File: src/rtl/fir0_decim.sv
// fir0_decim: 15-tap half-band decimate-by-2 filter, gain 4096.
// Four-stage pipeline, round half up and saturate on output.
module fir0_decim #(
  parameter int DATA_W = 14
) (
  input  logic              clk,
  input  logic              reset,
  input  logic              in_valid,
  input  logic [DATA_W-1:0] in_data,
  output logic              out_valid,
  output logic [DATA_W-1:0] out_data
);

  localparam int PW = DATA_W + 1;
  localparam int AW = DATA_W + 16;
  localparam logic signed [AW-1:0] SAT_HI = AW'((1 << (DATA_W - 1)) - 1);
  localparam logic signed [AW-1:0] SAT_LO = ~SAT_HI;

  logic signed [DATA_W-1:0] x [15];
  logic                     phase;
  logic                     v1, v2, v3;
  logic signed [PW-1:0]     p0, p2, p4, p6;
  logic signed [DATA_W-1:0] c7;
  logic signed [AW-1:0]     acc;

  logic signed [AW-1:0] e0, e2, e4, e6, e7;
  logic signed [AW-1:0] m0, m2, m4, m6, m7;
  logic signed [AW-1:0] sum_c, rnd, y;

  function automatic logic signed [AW-1:0] ext(input logic signed [PW-1:0] p);
    return {{(AW-PW){p[PW-1]}}, p};
  endfunction

  // S1: delay line and phase; the token marks the second sample of each pair
  always_ff @(posedge clk or posedge reset) begin
    if (reset) begin
      for (int i = 0; i < 15; i++) x[i] <= '0;
      phase <= 1'b0;
      v1    <= 1'b0;
    end else begin
      v1 <= in_valid & phase;
      if (in_valid) begin
        x[0] <= in_data;
        for (int i = 1; i < 15; i++) x[i] <= x[i-1];
        phase <= ~phase;
      end
    end
  end

  // S2: symmetric pre-add of the non-zero tap pairs
  always_ff @(posedge clk or posedge reset) begin
    if (reset) begin
      p0 <= '0;
      p2 <= '0;
      p4 <= '0;
      p6 <= '0;
      c7 <= '0;
      v2 <= 1'b0;
    end else begin
      p0 <= {x[0][DATA_W-1], x[0]} + {x[14][DATA_W-1], x[14]};
      p2 <= {x[2][DATA_W-1], x[2]} + {x[12][DATA_W-1], x[12]};
      p4 <= {x[4][DATA_W-1], x[4]} + {x[10][DATA_W-1], x[10]};
      p6 <= {x[6][DATA_W-1], x[6]} + {x[8][DATA_W-1], x[8]};
      c7 <= x[7];
      v2 <= v1;
    end
  end

  // Constant multiplies: 6, 54 = 32+16+4+2, 254 = 256-2, 1230 = 1024+128+64+8+4+2
  always_comb begin
    e0 = ext(p0);
    e2 = ext(p2);
    e4 = ext(p4);
    e6 = ext(p6);
    e7 = {{(AW-DATA_W){c7[DATA_W-1]}}, c7};
    m0 = -((e0 <<< 2) + (e0 <<< 1));
    m2 = (e2 <<< 5) + (e2 <<< 4) + (e2 <<< 2) + (e2 <<< 1);
    m4 = (e4 <<< 1) - (e4 <<< 8);
    m6 = (e6 <<< 10) + (e6 <<< 7) + (e6 <<< 6)
       + (e6 <<< 3) + (e6 <<< 2) + (e6 <<< 1);
    m7 = e7 <<< 11;
    sum_c = m0 + m2 + m4 + m6 + m7;
  end

  // S3: full-precision accumulator
  always_ff @(posedge clk or posedge reset) begin
    if (reset) begin
      acc <= '0;
      v3  <= 1'b0;
    end else begin
      acc <= sum_c;
      v3  <= v2;
    end
  end

  always_comb begin
    rnd = acc + AW'(2048);
    y   = rnd >>> 12;
  end

  // S4: round/saturate; out_data holds between strobes
  always_ff @(posedge clk or posedge reset) begin
    if (reset) begin
      out_valid <= 1'b0;
      out_data  <= '0;
    end else begin
      out_valid <= v3;
      if (v3) begin
        if (y > SAT_HI)      out_data <= SAT_HI[DATA_W-1:0];
        else if (y < SAT_LO) out_data <= SAT_LO[DATA_W-1:0];
        else                 out_data <= y[DATA_W-1:0];
      end
    end
  end

endmodule

File: config.mk
export PLATFORM = sky130hd
export DESIGN_NAME = fir0_decim
export DESIGN_NICKNAME = d
export VERILOG_FILES = /design/src/rtl/fir0_decim.sv
export SDC_FILE = /design/constraint.sdc
export NUM_CORES = 1
export LEC_CHECK = 0
export ABC_CLOCK_PERIOD_IN_PS = 16700
export BUFFER_PORTS_ARGS = -buffer_cell sky130_fd_sc_hd__buf_2
export CAP_MARGIN = 20
export CORE_UTILIZATION = 40
export DETAILED_ROUTE_END_ITERATION = 8
export GPL_TIMING_DRIVEN = 1
export PLACE_DENSITY = 0.66
export SYNTH_ARGS = -nofsm -noshare
export SYNTH_HDL_FRONTEND = slang
export SYNTH_SLANG_ARGS = --single-unit
File: constraint.sdc
create_clock -name clk -period 16.7 [get_ports clk]
set_clock_uncertainty 0.15 [all_clocks]
set_input_delay 3.34 -clock clk [delete_from_list [all_inputs] [get_ports clk]]
set_output_delay 3.34 -clock clk [all_outputs]
set_load 0.05 [all_outputs]
Yosys cells after proc, flatten, opt, wreduce, memory -nomap -nowiden
Index checks and enable logic that the tools add are counted.
- logic and storage cells: 53
- flip-flop bits (word level): 333
- bitwise operators: 2
- order comparisons: 2
- add/sub/neg operators: 20
- multiplexer cells: 2
- operators with widths (kind ; count):
    adder 14 x 14 -> 15 bit ; 4
    adder 29 x 16 -> 30 bit ; 1
    adder 30 x 13 -> 30 bit (second input constant) ; 1
    adder 30 x 23 -> 30 bit ; 1
    adder 30 x 24 -> 30 bit ; 1
    adder 30 x 25 -> 30 bit ; 1
    adder 30 bit ; 1
    negator 18 -> 30 bit ; 1
    adder 28 x 17 -> 29 bit ; 1
    adder 27 x 18 -> 28 bit ; 1
    2-to-1 mux 14 bit ; 2
    adder 26 x 21 -> 27 bit ; 1
    adder 25 x 22 -> 26 bit ; 1
    subtractor 16 x 23 -> 24 bit ; 1
    adder 22 x 16 -> 23 bit ; 1
    adder 21 x 17 -> 22 bit ; 1
    adder 20 x 19 -> 21 bit ; 1
    adder 17 x 16 -> 18 bit ; 1
    > comparator 18 x 14 -> 1 bit (second input constant) ; 1
    less-than comparator 18 x 14 -> 1 bit (second input constant) ; 1
    AND 1 bit ; 1
    NOT 1 bit ; 1

Logic depth before layout (Yosys ltp)
- word-level depth: 7
- mapped depth: 20
- gate-level depth less buffers: 20

Worst setup path after synthesis
OpenSTA, ideal clock, no wires.
- path kind: reg2reg
- from: reg p0[14]
- to: reg acc[26]
- setup slack: 10.390 ns
- cell stages (with the launch flop): 21
- library setup time: 0.124 ns
- data required time: 16.426 ns
- data arrival time: 6.036 ns
- path through: dfrtp_1 clkbuf_1 inv_1 ha_1 xor2_1 fa_1 fa_1 fa_1 inv_1 fa_1 inv_1 fa_1 inv_1 ha_1 a21oi_1 o221ai_1 a221oi_2 o21a_1 o21ai_2 a31o_2 xor2_1
- cells in the longest elaborated chain, start to end: 6
- RTL lines (what ; RTL line ; RTL):
    from (decl) ; 22 ; logic signed [PW-1:0] p0, p2, p4, p6;
    from (signal assigned) ; 60 ; p0 <= {x[0][DATA_W-1], x[0]} + {x[14][DATA_W-1], x[14]};
    adder 17 x 16 -> 18 bit ; 76 ; m0 = -((e0 <<< 2) + (e0 <<< 1));
    negator 18 -> 30 bit ; 76 ;
    adder 30 x 23 -> 30 bit ; 82 ; sum_c = m0 + m2 + m4 + m6 + m7;
    adder 30 x 24 -> 30 bit ; 82 ;
    adder 30 bit ; 82 ;
    adder 30 x 25 -> 30 bit ; 82 ;
    via sum_c[26] ; 28 ; logic signed [AW-1:0] sum_c, rnd, y;
    to (signal assigned) ; 91 ; acc <= sum_c;
    to (decl) ; 24 ; logic signed [AW-1:0] acc;
The timed path passes the listed nets, and every way through them passes these cells.
A chain may end at the register's enable or synchronous reset.

Final worst setup path
Ends and elaborated chain as after synthesis.

==> results.toml <==
[drt]
routed_wl_microns = 37650
first_pass_iters = 4
drc = 0
drt-initial-drc-count = 608
vias_per_cell = 4.875
ant_nets = 0
via_count = 11485
wl_per_cell_microns = 15.98

[cells_and_area]
final_cell_mix = "dfrtp_1, inv_1, fa_1"
drive_gt1_share_pct = 18.29
syn_to_final_growth_pct = 9.837
layout_commonest_cell = "dfrtp_1"
fin_util_pct = 44.47
finalNetCount = 2034
diodes = 0

[sta]
final-hold-violation-count = 0
rsz0062_at_grt = "false"
tns_ns = 0
post-route-period-util_pct = 39.36
final-max-slew-violation-count = 0
holdWs_ns = 0.1961
tightest_slew_ns = 1.158
setup_viol = 0
period_needed_ns = 6.572
slew_headroom_pct = 22.78
fmax_mhz = 152.2
setup_slack_ns = 10.13

[min_path]
hp-class = "reg2reg"

[placement]
port_buffers = 31
dp_hpwl_microns = 28910
gp_congestion = 0.8658
pre_cts_ws_ns = 10.09

[clock_network]
cts.repair.resized = 0
cts-htree-levels = 2
post-cts-setup-buffers = 0
numCtsBuffers = 35
clk_root_buffer_cell = "clkbuf_16"
cts_hold_buf = 0
cts.clk_slew.worst_paths_ns = 0.05
cts_sinks = 322
clk_latency_ns = 0.54
clock_path_buffers = 3
cts_tree = "built"

[die]
start_util_pct = 40.49
core_sq_um = 50170
die_w_microns = 227.4
die_h_microns = 227.4
ios = 32
die_area_sq_um = 51690
fp-row-count = 82

[run_status]
status = "finished, final reports clean"

[yosys]
synth_cells = 1624
yosysSeqAreaShare_pct = 39.67
yosys.area_share.xor_xnor_pct = 3.277
synth_top_family_by_area = "adder cells"
synthMuxAreaShare_pct = 11.25
synth_compound_area_share_pct = 6.030
async_flop_share_pct = 100.0
synthAdderAreaFrac_pct = 29.32
synth_edf_count = 0
synth_fp_nets = 1994
synth_cell_types = 65
yosys_warnings = 0
synthSimpleGateAreaFrac_pct = 4.946
synth_ff_type = "dfrtp_1"
synth_seq_cells = 322
synth_area_sq_um = 20310
synth.avg_cell_area_sq_um = 12.51

[worst_setup_path]
cp.required_ns = 16.96
path_class = "reg2reg"
cp-start-kind = "flop"
worstPathArrival_ns = 6.83
path_max_fanout = 14
end_kind = "flop"

[grt]
grt_max_degree = 205
antenna_found_initial = 1
gr-total-overflow = 0
grt_usage_pct = 15.58
grt_pass1_vias = 12224
grt_first_pass_wirelength_microns = 63370

[job]
maxCapViolations = 0
[cell usage after synthesis (5+ instances only)]
master	count	area [sq um]
a211oi_1	7	52.55
nor2b_1	5	31.28
o21ai_0	31	155.2
or2_2	6	37.54
xor2_1	23	201.4
and3_1	10	62.56
o21bai_1	5	37.54
nor2_1	68	255.2
o211ai_1	8	60.06
or3_1	5	31.28
a31oi_1	12	75.07
dfrtp_1	322	8058
a21oi_1	40	200.2
o21a_1	14	105.1
clkbuf_1	25	93.84
inv_1	263	987.2
ha_1	148	1852
mux2_2	203	2286
nor3_1	20	100.1
nand2_1	36	135.1
a211o_1	11	96.34
nand3_1	22	110.1
o31a_1	5	43.79
fa_1	205	4104
a21o_1	12	90.09
xnor2_1	53	464.2
[state kept, by name, indices dropped and copies added, names as in the netlist, 14 cells and up]
register and count:
c7 14, p4 15, x 210, out_data 14
acc 19, p6 15, p0 15, p2 15
[through the flow]
step / area (sq um) / instances
finish: 22310 / 2356
global route: 22310 / 2356
CTS: 22310 / 2356
detailed placement: 21220 / 2299
global placement: 21220 / 2299
floorplan: 20310 / 1624
[layer usage]
layer	wire, microns	share of wire, %	track usage, %
met1	18890	50	22.33
met2	17100	45	24.94
met3	1058	2.8	2.362
met4	608	1.6	3.486
met5	0	0	0
[worst paths after layout]
kind                            depth (start not counted)     endpoint  slack, ns    from
worst max-delay path                                   19      acc[26]      10.13  p0[14]
worst min-delay path                                    0           v3       0.20      v2
worst max register to register                         19      acc[26]      10.13  p0[14]
worst min register to register                          0           v3       0.20      v2
max in group asynchronous                               3       x[117]      11.90   reset
min in group asynchronous                               2  out_data[3]       2.79   reset
[kinds of logic after synthesis]
group,after synthesis
and+or+nand+nor,200
muxes,203
xor gates and xnor gates,76
adders and majority gates,353
AOI/OAI and AO/OA,177
DFF,322
buffers and inverters,293
[worst max-delay path, cell delays in order (launching register included)]
cell      delay (ns)
dfrtp_1         0.69
inv_1           0.40
ha_1            0.41
xor2_1          0.16
fa_1            0.53
fa_1            0.52
fa_1            0.55
inv_1           0.06
fa_1            0.52
inv_1           0.05
fa_1            0.52
inv_1           0.04
ha_1            0.35
a21oi_1         0.17
o221ai_1        0.17
a221oi_2        0.37
o21a_1          0.24
o21ai_2         0.13
a31o_2          0.27
xor2_1          0.14
[layout make-up]
type	instances	area, sq um
clock buffer	51	1016
sequential	322	8058
inverter	263	994.7
tap	672	840.8
timing repair buffer	33	191.4
clock inverter	6	73.82
multi-input combinational	1009	11140
fill	4508	27860
Power is not shown: default switching activity piles up to over one toggle a cycle in this logic, so the estimate is an artifact.
